--- src/rtl/reorder_buffer.sv ---
// reorder_buffer: banked in-order retirement buffer, one DISPATCH_WIDTH-wide row per dispatch group.
package parameters;
    localparam int DISPATCH_WIDTH       = 2;
    localparam int DISPATCH_ADDR_WIDTH  = $clog2(DISPATCH_WIDTH);
    localparam int ROB_SIZE             = 16;
    localparam int ROB_ADDR_WIDTH       = $clog2(ROB_SIZE);
    localparam int PHYS_REGS_ADDR_WIDTH = 6;
    localparam int COMPLETE_WIDTH       = 2;
endpackage

module reorder_buffer
    import parameters::*;
(
    input  logic                            clk,
    input  logic                            rst_n,
    input  logic                            dispatch_en        [DISPATCH_WIDTH],
    input  logic [PHYS_REGS_ADDR_WIDTH-1:0] dispatch_phys_rd   [DISPATCH_WIDTH],
    input  logic [4:0]                      dispatch_arch_rd   [DISPATCH_WIDTH],
    output logic [DISPATCH_ADDR_WIDTH-1:0]  dispatch_bank_addr [DISPATCH_WIDTH],
    output logic [ROB_ADDR_WIDTH-1:0]       dispatch_rob_addr  [DISPATCH_WIDTH],
    output logic                            dispatch_full,
    input  logic                            complete_en        [COMPLETE_WIDTH],
    input  logic [ROB_ADDR_WIDTH-1:0]       complete_rob_addr  [COMPLETE_WIDTH],
    input  logic [DISPATCH_ADDR_WIDTH-1:0]  complete_bank_addr [COMPLETE_WIDTH],
    output logic                            commit_en          [DISPATCH_WIDTH],
    output logic [PHYS_REGS_ADDR_WIDTH-1:0] commit_phys_rd     [DISPATCH_WIDTH],
    output logic [4:0]                      commit_arch_rd     [DISPATCH_WIDTH],
    output logic [ROB_ADDR_WIDTH-1:0]       commit_rob_addr,
    input  logic                            flush
);
    typedef logic [ROB_ADDR_WIDTH:0] ptr_t;
    ptr_t head_q, head_d, tail_q, tail_d, count;
    logic [DISPATCH_WIDTH-1:0] valid_q [ROB_SIZE];
    logic [DISPATCH_WIDTH-1:0] valid_d [ROB_SIZE];
    logic [DISPATCH_WIDTH-1:0] done_q  [ROB_SIZE];
    logic [DISPATCH_WIDTH-1:0] done_d  [ROB_SIZE];
    logic [PHYS_REGS_ADDR_WIDTH-1:0] phys_q [ROB_SIZE][DISPATCH_WIDTH];
    logic [4:0] arch_q [ROB_SIZE][DISPATCH_WIDTH];
    logic [DISPATCH_WIDTH-1:0] en_vec;
    logic [ROB_ADDR_WIDTH-1:0] head_row, tail_row;
    logic fire, ready, commit;

    assign count         = tail_q - head_q;
    assign dispatch_full = count == ptr_t'(ROB_SIZE);
    assign head_row      = head_q[ROB_ADDR_WIDTH-1:0];
    assign tail_row      = tail_q[ROB_ADDR_WIDTH-1:0];
    assign fire          = |en_vec && !dispatch_full && !flush;
    // A row retires only once every occupied lane has written back.
    assign ready         = count != '0 && (valid_q[head_row] & ~done_q[head_row]) == '0;
    assign commit        = ready && !flush;
    assign commit_rob_addr = head_row;
    assign head_d        = flush ? '0 : head_q + ptr_t'(commit);
    assign tail_d        = flush ? '0 : tail_q + ptr_t'(fire);

    always_comb begin
        en_vec = '0;
        for (int i = 0; i < DISPATCH_WIDTH; i++) begin
            en_vec[i]             = dispatch_en[i];
            dispatch_bank_addr[i] = DISPATCH_ADDR_WIDTH'(i);
            dispatch_rob_addr[i]  = tail_row;
            commit_en[i]          = commit && valid_q[head_row][i];
            commit_phys_rd[i]     = phys_q[head_row][i];
            commit_arch_rd[i]     = arch_q[head_row][i];
        end
    end

    always_comb begin
        valid_d = valid_q;
        done_d  = done_q;
        for (int c = 0; c < COMPLETE_WIDTH; c++)
            if (complete_en[c] && valid_q[complete_rob_addr[c]][complete_bank_addr[c]])
                done_d[complete_rob_addr[c]][complete_bank_addr[c]] = 1'b1;
        if (commit) begin
            valid_d[head_row] = '0;
            done_d[head_row]  = '0;
        end
        if (fire) begin
            valid_d[tail_row] = en_vec;
            done_d[tail_row]  = '0;
        end
        if (flush) begin
            valid_d = '{default: '0};
            done_d  = '{default: '0};
        end
    end

    always_ff @(posedge clk or negedge rst_n) begin
        if (!rst_n) begin
            head_q  <= '0;
            tail_q  <= '0;
            valid_q <= '{default: '0};
            done_q  <= '{default: '0};
        end else begin
            head_q  <= head_d;
            tail_q  <= tail_d;
            valid_q <= valid_d;
            done_q  <= done_d;
        end
    end

    always_ff @(posedge clk) begin
        if (fire)
            for (int i = 0; i < DISPATCH_WIDTH; i++) begin
                phys_q[tail_row][i] <= dispatch_phys_rd[i];
                arch_q[tail_row][i] <= dispatch_arch_rd[i];
            end
    end
endmodule

--- config.mk ---
export PLATFORM = sky130hd
export DESIGN_NAME = reorder_buffer
export DESIGN_NICKNAME = d
export VERILOG_FILES = /design/src/rtl/reorder_buffer.sv
export SDC_FILE = /design/constraint.sdc
export NUM_CORES = 1
export LEC_CHECK = 0
export BUFFER_PORTS_ARGS = -buffer_cell sky130_fd_sc_hd__buf_2
export CELL_PAD_IN_SITES_DETAIL_PLACEMENT = 0
export CELL_PAD_IN_SITES_GLOBAL_PLACEMENT = 1
export CORE_MARGIN = 2
export CORE_UTILIZATION = 45
export CTS_CLUSTER_DIAMETER = 30
export DETAILED_ROUTE_END_ITERATION = 8
export GPL_ROUTABILITY_DRIVEN = 0
export GPL_TIMING_DRIVEN = 0
export PLACE_DENSITY_LB_ADDON = 0.1
export SLEW_MARGIN = 20
export SYNTH_ARGS = -nofsm -noshare
export SYNTH_HDL_FRONTEND = slang
export SYNTH_SLANG_ARGS = --single-unit
--- constraint.sdc ---
create_clock -name clk -period 5.6 [get_ports clk]
set_clock_uncertainty 0.1 [all_clocks]
set_input_delay 0.84 -clock clk [delete_from_list [all_inputs] [get_ports clk]]
set_output_delay 0.84 -clock clk [all_outputs]
set_load 0.02 [all_outputs]
Word-level counts from Yosys, hierarchy flattened --
Memories as Yosys holds them, arrays and structs flattened. Index checks and enable logic that the tools add are counted.
Word-level totals: RAM bits 352, bits in registers 74, output and inout bits 39, memories 2
Memory list:
- phys_q | depth 16, bits a word 12, rd ports 1, clocked after memory_dff 0, write ports 1, RTL line 37 | logic [PHYS_REGS_ADDR_WIDTH-1:0] phys_q [ROB_SIZE][DISPATCH_WIDTH];
- arch_q | depth 16, bits a word 10, rd ports 1, clocked after memory_dff 0, write ports 1, RTL line 38 | logic [4:0] arch_q [ROB_SIZE][DISPATCH_WIDTH];
Operators by class: order comparisons 12, mux-type cells 41, eq/ne operators 1, reduce and logical (&&, ||, !) cells 19, $add $sub $neg 3, bitwise operators 13
Operator list (number):
- 32-bit two-way mux | 8
- 32-bit AND | 3
- 32-bit NOT | 2
- 32-bit OR | 2
- 2-bit binary-select mux with 4-bit select | 4
- 32-bit bitwise mux | 1
- 2-bit demux with 4-bit select | 4
- 2-bit two-way mux | 12
- 5-bit greater-or-equal comparator, second input constant | 4
- 5-bit by 1-bit less-than comparator with 1-bit output, second input constant | 4
- 4-bit NOT with 5-bit output | 4
- 1-bit logical AND | 14
- 5-bit by 1-bit adder with 5-bit output | 2
- 5-bit two-way mux | 2
- 1-bit two-way mux | 8
- 5-bit equality test, second input constant | 1
- 5-bit nonzero test | 1
- 5-bit subtractor | 1
- 1-bit by 2-bit less-than comparator with 1-bit output, second input constant | 2
- 2-bit AND | 1
- 1-bit demux with 1-bit select | 2
- 1-bit greater-or-equal comparator, second input constant | 2
- 1-bit logical NOT | 2
- 2-bit logical NOT | 1
- 2 further kinds | 2

Longest topological paths before layout --
Gate-level depths: netlist (run 1).
depth after elaboration 15, mapped depth 17, mapped depth without buffers 13

Least setup slack after synthesis (run 1) --
No wires, ideal clock.
kind flip-flop to flip-flop, start point reg head_q[3], end point mem arch_q[4][0] in the netlist's numbering (enable), data required time 5.043 ns, clock period less this slack 5.603 ns, slack -0.003 ns, cell stages (with the launch flop) 12, arrival time 5.046 ns, path through dfrtp_1 clkbuf_1 inv_2 buf_1 ha_1 xnor3_1 and4_1 o2111ai_2 buf_2 nand3_1 clkbuf_1 nor4_1
On the way: word-level cells in the longest chain between the ends 7
RTL lines:
- start: declaration | RTL line 32 | ptr_t head_q, head_d, tail_q, tail_d, count;
- start signal: assignment | RTL line 89 | head_q <= '0;
- start signal: assignment | RTL line 94 | head_q <= head_d;
- 5-bit subtractor | RTL line 43 | assign count = tail_q - head_q;
- 5-bit equality test | RTL line 44 | assign dispatch_full = count == ptr_t'(ROB_SIZE);
- 1-bit logical NOT | RTL line 47 | assign fire = |en_vec && !dispatch_full && !flush;
- 1-bit logical AND (2 in a row) | RTL line 47
- 1-bit two-way mux | RTL line 102 | if (fire)
- 1-bit two-way mux (implied by the code) | RTL line 105 | arch_q[tail_row][i] <= dispatch_arch_rd[i];
- end: declaration | RTL line 38
No other way between the ends.

Worst setup path in the final report (run 1) --
start point reg head_q[1], end point mem arch_q[5][3] in the netlist's numbering (enable)
The elaborated chain is that of the path after synthesis.

==> metrics, run 1 <==
total area of multi-input combinational cells 0.00563 mm^2; Synth area leaders sky130_fd_sc_hd__edfxtp_1, sky130_fd_sc_hd__mux4_2, sky130_fd_sc_hd__dfrtp_1; endpoint kind of the worst setup timing path register; maximum fanout along the worst path 10; number of sinks driven by the clock tree about 430; Post-Synthesis Cells roughly 1000; Placement Cell Area roughly 0.020 mm^2; count of standard-cell rows 74; layout cells sized above 1 between 30 and 40%; synthesized netlist net count approximately 1100; synthesized area divided by synthesized cell count roughly 18 um^2; post-synthesis cell type count 62; post-route cell area about 0.023 mm^2; share of Yosys cell area claimed by the top area cell type 57.4%; die boundary width 206 um; crit path kind reg -> reg; flops & latches, synth around 430; Yosys top cell by area sky130_fd_sc_hd__edfxtp_1; worst-path cell chain clkbuf_2 -> clkbuf_1 -> clkbuf_2 -> inv_1 -> ha_1 -> nand3b_1 -> and4_1 -> o2111ai_2 -> buf_2 -> nand3_1 -> clkbuf_1 -> nor3_2 -> buf_4 -> buf_4; first drt pass iteration count 4; Post-CTS Hold Fix Bufs 0; pre-CTS setup slack -0.218 ns; total chip power about 11 mW; number of gates resized after CTS 1; Filler Cell Count between 3000 and 4000; run status completed; number of I/O port buffers 70; worst reg2reg startpoint head_q[1]; Post-layout nets roughly 1300; clock transition time at the flip-flop clock pins of the worst setup and hold paths about 0.04 ns; Critical-path top delay cell sky130_fd_sc_hd__nor3_2; remaining design rule violation count 0; count of cells along the worst register-to-register path 14; Hold Vio Cnt, Final 0; number of warning messages in the yosys log 0; top_reg_cell synth sky130_fd_sc_hd__edfxtp_1; number of global-route vias before repair between 10000 and 15000; power density over the cells between 400 and 500 mW/mm^2; proportion of synthesized chip area in sequential cells approximately two thirds; maximum resistive drop on vdd 0.000389 V; starting density of the core a little under half; I/O pin count between 70 and 80; Max Slew Vio Count 0; number of buffers and inverters on the critical path 8; CTS root buf sky130_fd_sc_hd__clkbuf_16; die extent in y 206 um; maximum clock path buffer count 3; area taken by flip-flops and latches 0.0124 mm^2; synthesis-to-finish area growth 26.5%; detailed-route wire length about 48 mm; maximum single-stage delay on the critical path between 0.5 and 0.6 ns; minimum period implied by the final worst setup slack ~5.3 ns; global-route wire length before repair between 70 and 80 mm; headroom to the max-slew limit ~30%; antenna violations before repair 2; sum of overflow across all layers after global routing 0; count of routing violations after the opening detailed-route iteration approximately 1100; share of the core filled with cells a little under three fifths; EDFF count, synth around 350; share of the cycle needed by the critical path after routing between 90% and 100%; count of maximum capacitance violations 0; largest delay contributor family on the critical path buffers and inverters; number of placed instances with taps included 1666; pin count of the biggest net entering global routing a little over 40; post-synth design cell area 0.0184 mm^2; number of CTS-inserted buffers roughly 90; total number of vias 10600; static leakage power slightly above 8 nW; final-report setup violation count 0; RSZ-0062 raised after global routing no; data required time of the critical path roughly 5.8 ns; number of buffers inserted to repair setup after CTS 0; core outline area 0.0406 mm^2; number of H-tree levels 3; achievable clock frequency roughly 0.19 GHz; type of the worst min-delay path in -> async; pin slew with the least headroom to its limit just over 1 ns; share of flip-flops with an asynchronous set or reset after synthesis 17.4%; launch point of the worst path head_q[1]; Antenna Nets Post-Route 0; leading cell types by count after synthesis sky130_fd_sc_hd__edfxtp_1, sky130_fd_sc_hd__mux4_2, sky130_fd_sc_hd__dfrtp_1; Skew-Pair Late Insertion Delay 0.62 ns; mean routed wirelength per cell about 26 um; placed wire-length estimate ~33 mm; final std cells w/o fill 1834; Worst path depth 14; post-layout worst setup margin a little under 0.3 ns; die footprint between 0.04 and 0.05 mm^2; number of vias per cell after detailed routing ~5.8; critical path launch point type register; most instantiated library cell after synthesis sky130_fd_sc_hd__edfxtp_1; data arrival time of the critical path 5.52 ns; TritonCTS clock tree yes; global-route usage over all layers 23.3%
-- per-stage QoR --
step | TNS, ns | hold slack (ns)
6_report | 0 | 0.104
5_1_grt | 0 | 0.127
4_1_cts | 0 | 0.105
3_5_place_dp | -3.89 | 0.427
3_3_place_gp | -811.75 | 0.423
2_1_floorplan | 0 | 0.392
-- flip-flops by register name, indices dropped and copies added, names as in the netlist --
name / flops
phys_q: 192
arch_q: 160
done_q: 32
valid_q: 32
head_q: 5
tail_q: 5
-- layer usage --
layer | up-vias | part of all wire, % | track usage, %
met5 | - | 0.027 | 0
met4 | 2 | 2.3 | 7.73
met3 | 79 | 5.5 | 4.71
met2 | 364 | 49 | 37.2
met1 | 5579 | 44 | 32.4
li1 | 4607 | - | -
-- worst paths after layout --
| kind | slack [ns] | endpoint |
|---|---|---|
| worst max-delay path | 0.30 | arch_q[5][3] |
| worst min-delay path | 0.10 | done_q[7] |
| worst max register to register | 0.30 | arch_q[5][3] |
| worst min register to register | 0.44 | valid_q[7] |
| max in group asynchronous | 4.69 | valid_q[28] |
| min in group clk | 0.44 | valid_q[7] |
-- cell families (layout without fill, tap and decap cells) --
group / after synthesis / count (layout) / share of synthesized area, %
flip-flops: 426 / 426 / 67.5
AND/OR/NAND/NOR: 167 / 167 / 5.01
AO/OA/AOI/OAI: 165 / 165 / 6.52
multiplexers: 144 / 144 / 17.4
buffers and inverters: 97 / 380 / 2.51
XOR/XNOR: 9 / 9 / 0.503
adder cells (fa/ha/maj): 8 / 8 / 0.544
other: 2 / 3 / 0.0408
-- power breakdown --
group	leakage [nW]	internal (mW)	switching (mW)
combinational	2.40	0.683	0.804
clock	1.59	3.94	1.73
sequential	4.20	3.48	0.0187
-- placed cells by master, fill, tap and decap left out, types with 8 or more instances in the layout --
cell type / synthesis / final
sky130_fd_sc_hd__and2_1: 24 / 23
sky130_fd_sc_hd__clkinv_2: 0 / 16
sky130_fd_sc_hd__clkbuf_1: 30 / 40
sky130_fd_sc_hd__nor2_1: 34 / 29
sky130_fd_sc_hd__buf_2: 18 / 102
sky130_fd_sc_hd__inv_1: 18 / 18
sky130_fd_sc_hd__clkinv_1: 0 / 9
sky130_fd_sc_hd__nand2_1: 25 / 25
sky130_fd_sc_hd__nor2b_1: 10 / 10
sky130_fd_sc_hd__mux4_2: 140 / 140
sky130_fd_sc_hd__clkbuf_16: 0 / 91
sky130_fd_sc_hd__o22ai_1: 8 / 8
sky130_fd_sc_hd__o31ai_1: 22 / 22
sky130_fd_sc_hd__a31o_2: 11 / 11
sky130_fd_sc_hd__a21oi_2: 10 / 10
sky130_fd_sc_hd__nand3_1: 8 / 8
sky130_fd_sc_hd__a21oi_1: 56 / 56
sky130_fd_sc_hd__ha_1: 8 / 8
sky130_fd_sc_hd__or3_1: 9 / 9
sky130_fd_sc_hd__a22o_1: 26 / 26
sky130_fd_sc_hd__nand2b_1: 10 / 10
sky130_fd_sc_hd__edfxtp_1: 352 / 352
sky130_fd_sc_hd__bufinv_16: 0 / 20
sky130_fd_sc_hd__dfrtp_1: 74 / 74
sky130_fd_sc_hd__buf_1: 13 / 12
sky130_fd_sc_hd__buf_4: 14 / 37
-- cell type report --
type	count	share of cell area, %
antenna	1	0.0108
buffer	77	1.67
clock buffer	106	10.2
clock inverter	62	3.98
inverter	19	0.307
multi-input combinational	495	24.2
sequential	426	53.4
tap	532	2.86
timing repair buffer	116	3.44
(Power assumes the default switching activity.)
==> run 2, diff against run 1 <==
Clock period 5.6 ns to 5.4 ns, I/O delays scaled along.
==> run 2 against run 1 <==
Die area is the same. Via count grew 0.67%. Sequential power grew 4%. Total power grew 3.7%. Worst setup slack gained 0.15 ns. Sequential share of layout area is essentially flat. First-iteration DRC count shrank 4.2%. Core utilization is essentially flat. Final area is essentially flat. Critical path depth shrank 3. Register-to-register slack gained 0.21 ns. Clock power grew 3.5%.
==> metrics, run 2 (same netlist as run 1, synthesis figures left out) <==
headroom to the max-slew limit 30.9%; global-route usage over all layers 23.3%; global-route wire length before repair just over 70 mm; Filler Cell Count just over 3000; clock transition time at the flip-flop clock pins of the worst setup and hold paths 0.04 ns; maximum fanout along the worst path 16; detailed-route wire length 47.5 mm; number of global-route vias before repair around 11000; TritonCTS clock tree yes; share of the cycle needed by the critical path after routing roughly nine tenths; count of standard-cell rows 74; Critical-path top delay cell sky130_fd_sc_hd__clkbuf_1; I/O pin count 78; number of buffers inserted to repair setup after CTS 0; antenna violations before repair 2; crit path kind reg -> out; die footprint between 0.04 and 0.05 mm^2; critical path launch point type register; proportion of power drawn by the clock network 53.2%; run status completed; Post-CTS Hold Fix Bufs 0; cell-internal power between 8 and 9 mW; switching pwr roughly 2.6 mW; worst-path cell chain clkbuf_1 -> inv_2 -> ha_1 -> xnor3_1 -> and4b_1 -> a31oi_1 -> o221a_2 -> buf_6 -> nand2_1 -> a21oi_1 -> buf_2; die boundary width 206 um; Skew-Pair Late Insertion Delay a little over 0.6 ns; first drt pass iteration count 5; number of I/O port buffers 70; final-report setup violation count 0; number of CTS-inserted buffers just over 90; pin slew with the least headroom to its limit 1.04 ns; Antenna Nets Post-Route 0; Hold Vio Cnt, Final 0; die extent in y 206 um; number of placed instances with taps included between 1500 and 2000; CTS root buf sky130_fd_sc_hd__clkbuf_16; achievable clock frequency 0.202 GHz; starting density of the core a little under half; endpoint kind of the worst setup timing path output pin; total area of multi-input combinational cells around 0.0056 mm^2; register ranked first by flip-flop count phys_q; post-route cell area roughly 0.023 mm^2; most frequent cells in the layout sky130_fd_sc_hd__edfxtp_1, sky130_fd_sc_hd__mux4_2, sky130_fd_sc_hd__buf_2; sequential power share between 30% and 40%; layout cells sized above 1 about 39%; type of the worst min-delay path in -> async; static leakage power ~8 nW; core outline area 0.0406 mm^2; synthesis-to-finish area growth 26.5%; Max Slew Vio Count 0; switching portion of total power a little under a quarter; maximum single-stage delay on the critical path about 0.46 ns; placed wire-length estimate ~33 mm; total number of vias ~11000; minimum period implied by the final worst setup slack 4.95 ns; Largest register FFs 192; RSZ-0062 raised after global routing no; data required time of the critical path 4.49 ns; mean routed wirelength per cell roughly 26 um; sum of overflow across all layers after global routing 0; most common cell after layout, fill and taps aside sky130_fd_sc_hd__edfxtp_1; number of vias per cell after detailed routing roughly 6; data arrival time of the critical path between 4 and 5 ns; Placement Cell Area about 0.02 mm^2; count of routing violations after the opening detailed-route iteration 1035; pin count of the biggest net entering global routing 41; count of maximum capacitance violations 0; maximum resistive drop on vdd roughly 0.00040 V; share of power burned in combinational logic approximately 14%; number of sinks driven by the clock tree between 400 and 500; maximum clock path buffer count 3; final std cells w/o fill about 1800; largest registers phys_q x192, arch_q x160; number of H-tree levels 3; Post-layout nets 1272; power density over the cells between 400 and 500 mW/mm^2; area taken by flip-flops and latches around 0.012 mm^2; remaining design rule violation count 0
## run 2: area by class of cell
cell class | instances | share of cell area (%)
timing repair buffer | 116 | 3.44
tap | 532 | 2.86
buffer | 76 | 1.66
inverter | 19 | 0.306
sequential | 426 | 53.4
clock inverter | 62 | 3.98
antenna | 1 | 0.0108
clock buffer | 106 | 10.2
multi-input combinational | 495 | 24.2
## run 2: worst paths after layout
kind                            start           end  slack, ns  depth (start not counted)
min                             rst_n     done_q[7]       0.08                          1
max                         head_q[3]  commit_en[0]       0.45                         11
max reg2reg                 head_q[3]  arch_q[5][3]       0.51                         12
min reg2reg                valid_q[7]    valid_q[7]       0.44                          1
min in group clk           valid_q[7]    valid_q[7]       0.44                          1
max in group asynchronous       rst_n   valid_q[10]       4.51                          2
## run 2: timing repair
action                                 4_1_cts  5_1_grt
gates resized for setup                      2        1
setup endpoints to repair                  262       40
endpoints found under the hold margin        0        0
## run 2: critical path, delay by kind of cell, from the launching register on
family / cells / cell delay (ns)
AND/OR/NAND/NOR: 2 / 0.32
flip-flops: 1 / 0.34
adder cells (fa/ha/maj): 1 / 0.32
AO/OA/AOI/OAI: 3 / 0.76
XOR/XNOR: 1 / 0.37
buffers and inverters: 4 / 1.30
## run 2: power by group through the flow
| stage | registers, mW | logic [mW] | clock network, mW |
|---|---|---|---|
| finish | 3.63 | 1.54 | 5.87 |
| global route | 3.63 | 1.66 | 6.11 |
| CTS | 3.63 | 1.58 | 5.95 |
| detailed placement | 3.69 | 1.58 | 0 |
| global placement | 3.69 | 1.56 | 0 |
| floorplan | 3.68 | 1.10 | 0 |
## run 2: per-layer routing
metal	GRT usage, %	vias to the layer above	part of all wire, %
met5	0	-	0.027
met4	7.73	2	2.3
met3	4.71	83	5.9
met2	37.2	410	49
met1	32.4	5601	43
li1	-	4606	-
## run 2: stage by stage
step / util (%) / hold slack, ns / TNS, ns / total power [mW] / worst slack (ns)
final: 57.4 / 0.0790 / 0 / 11.0 / 0.451
after global routing: 57.4 / 0.0969 / 0 / 11.4 / 0.210
after CTS: 57.4 / 0.0753 / 0 / 11.2 / 0.127
after detailed placement: 49.3 / 0.427 / -32.81 / 5.27 / -0.418
after global placement: 47.9 / 0.423 / -882.15 / 5.25 / -4.33
after floorplan: - / 0.392 / 0 / 4.78 / 0.00133
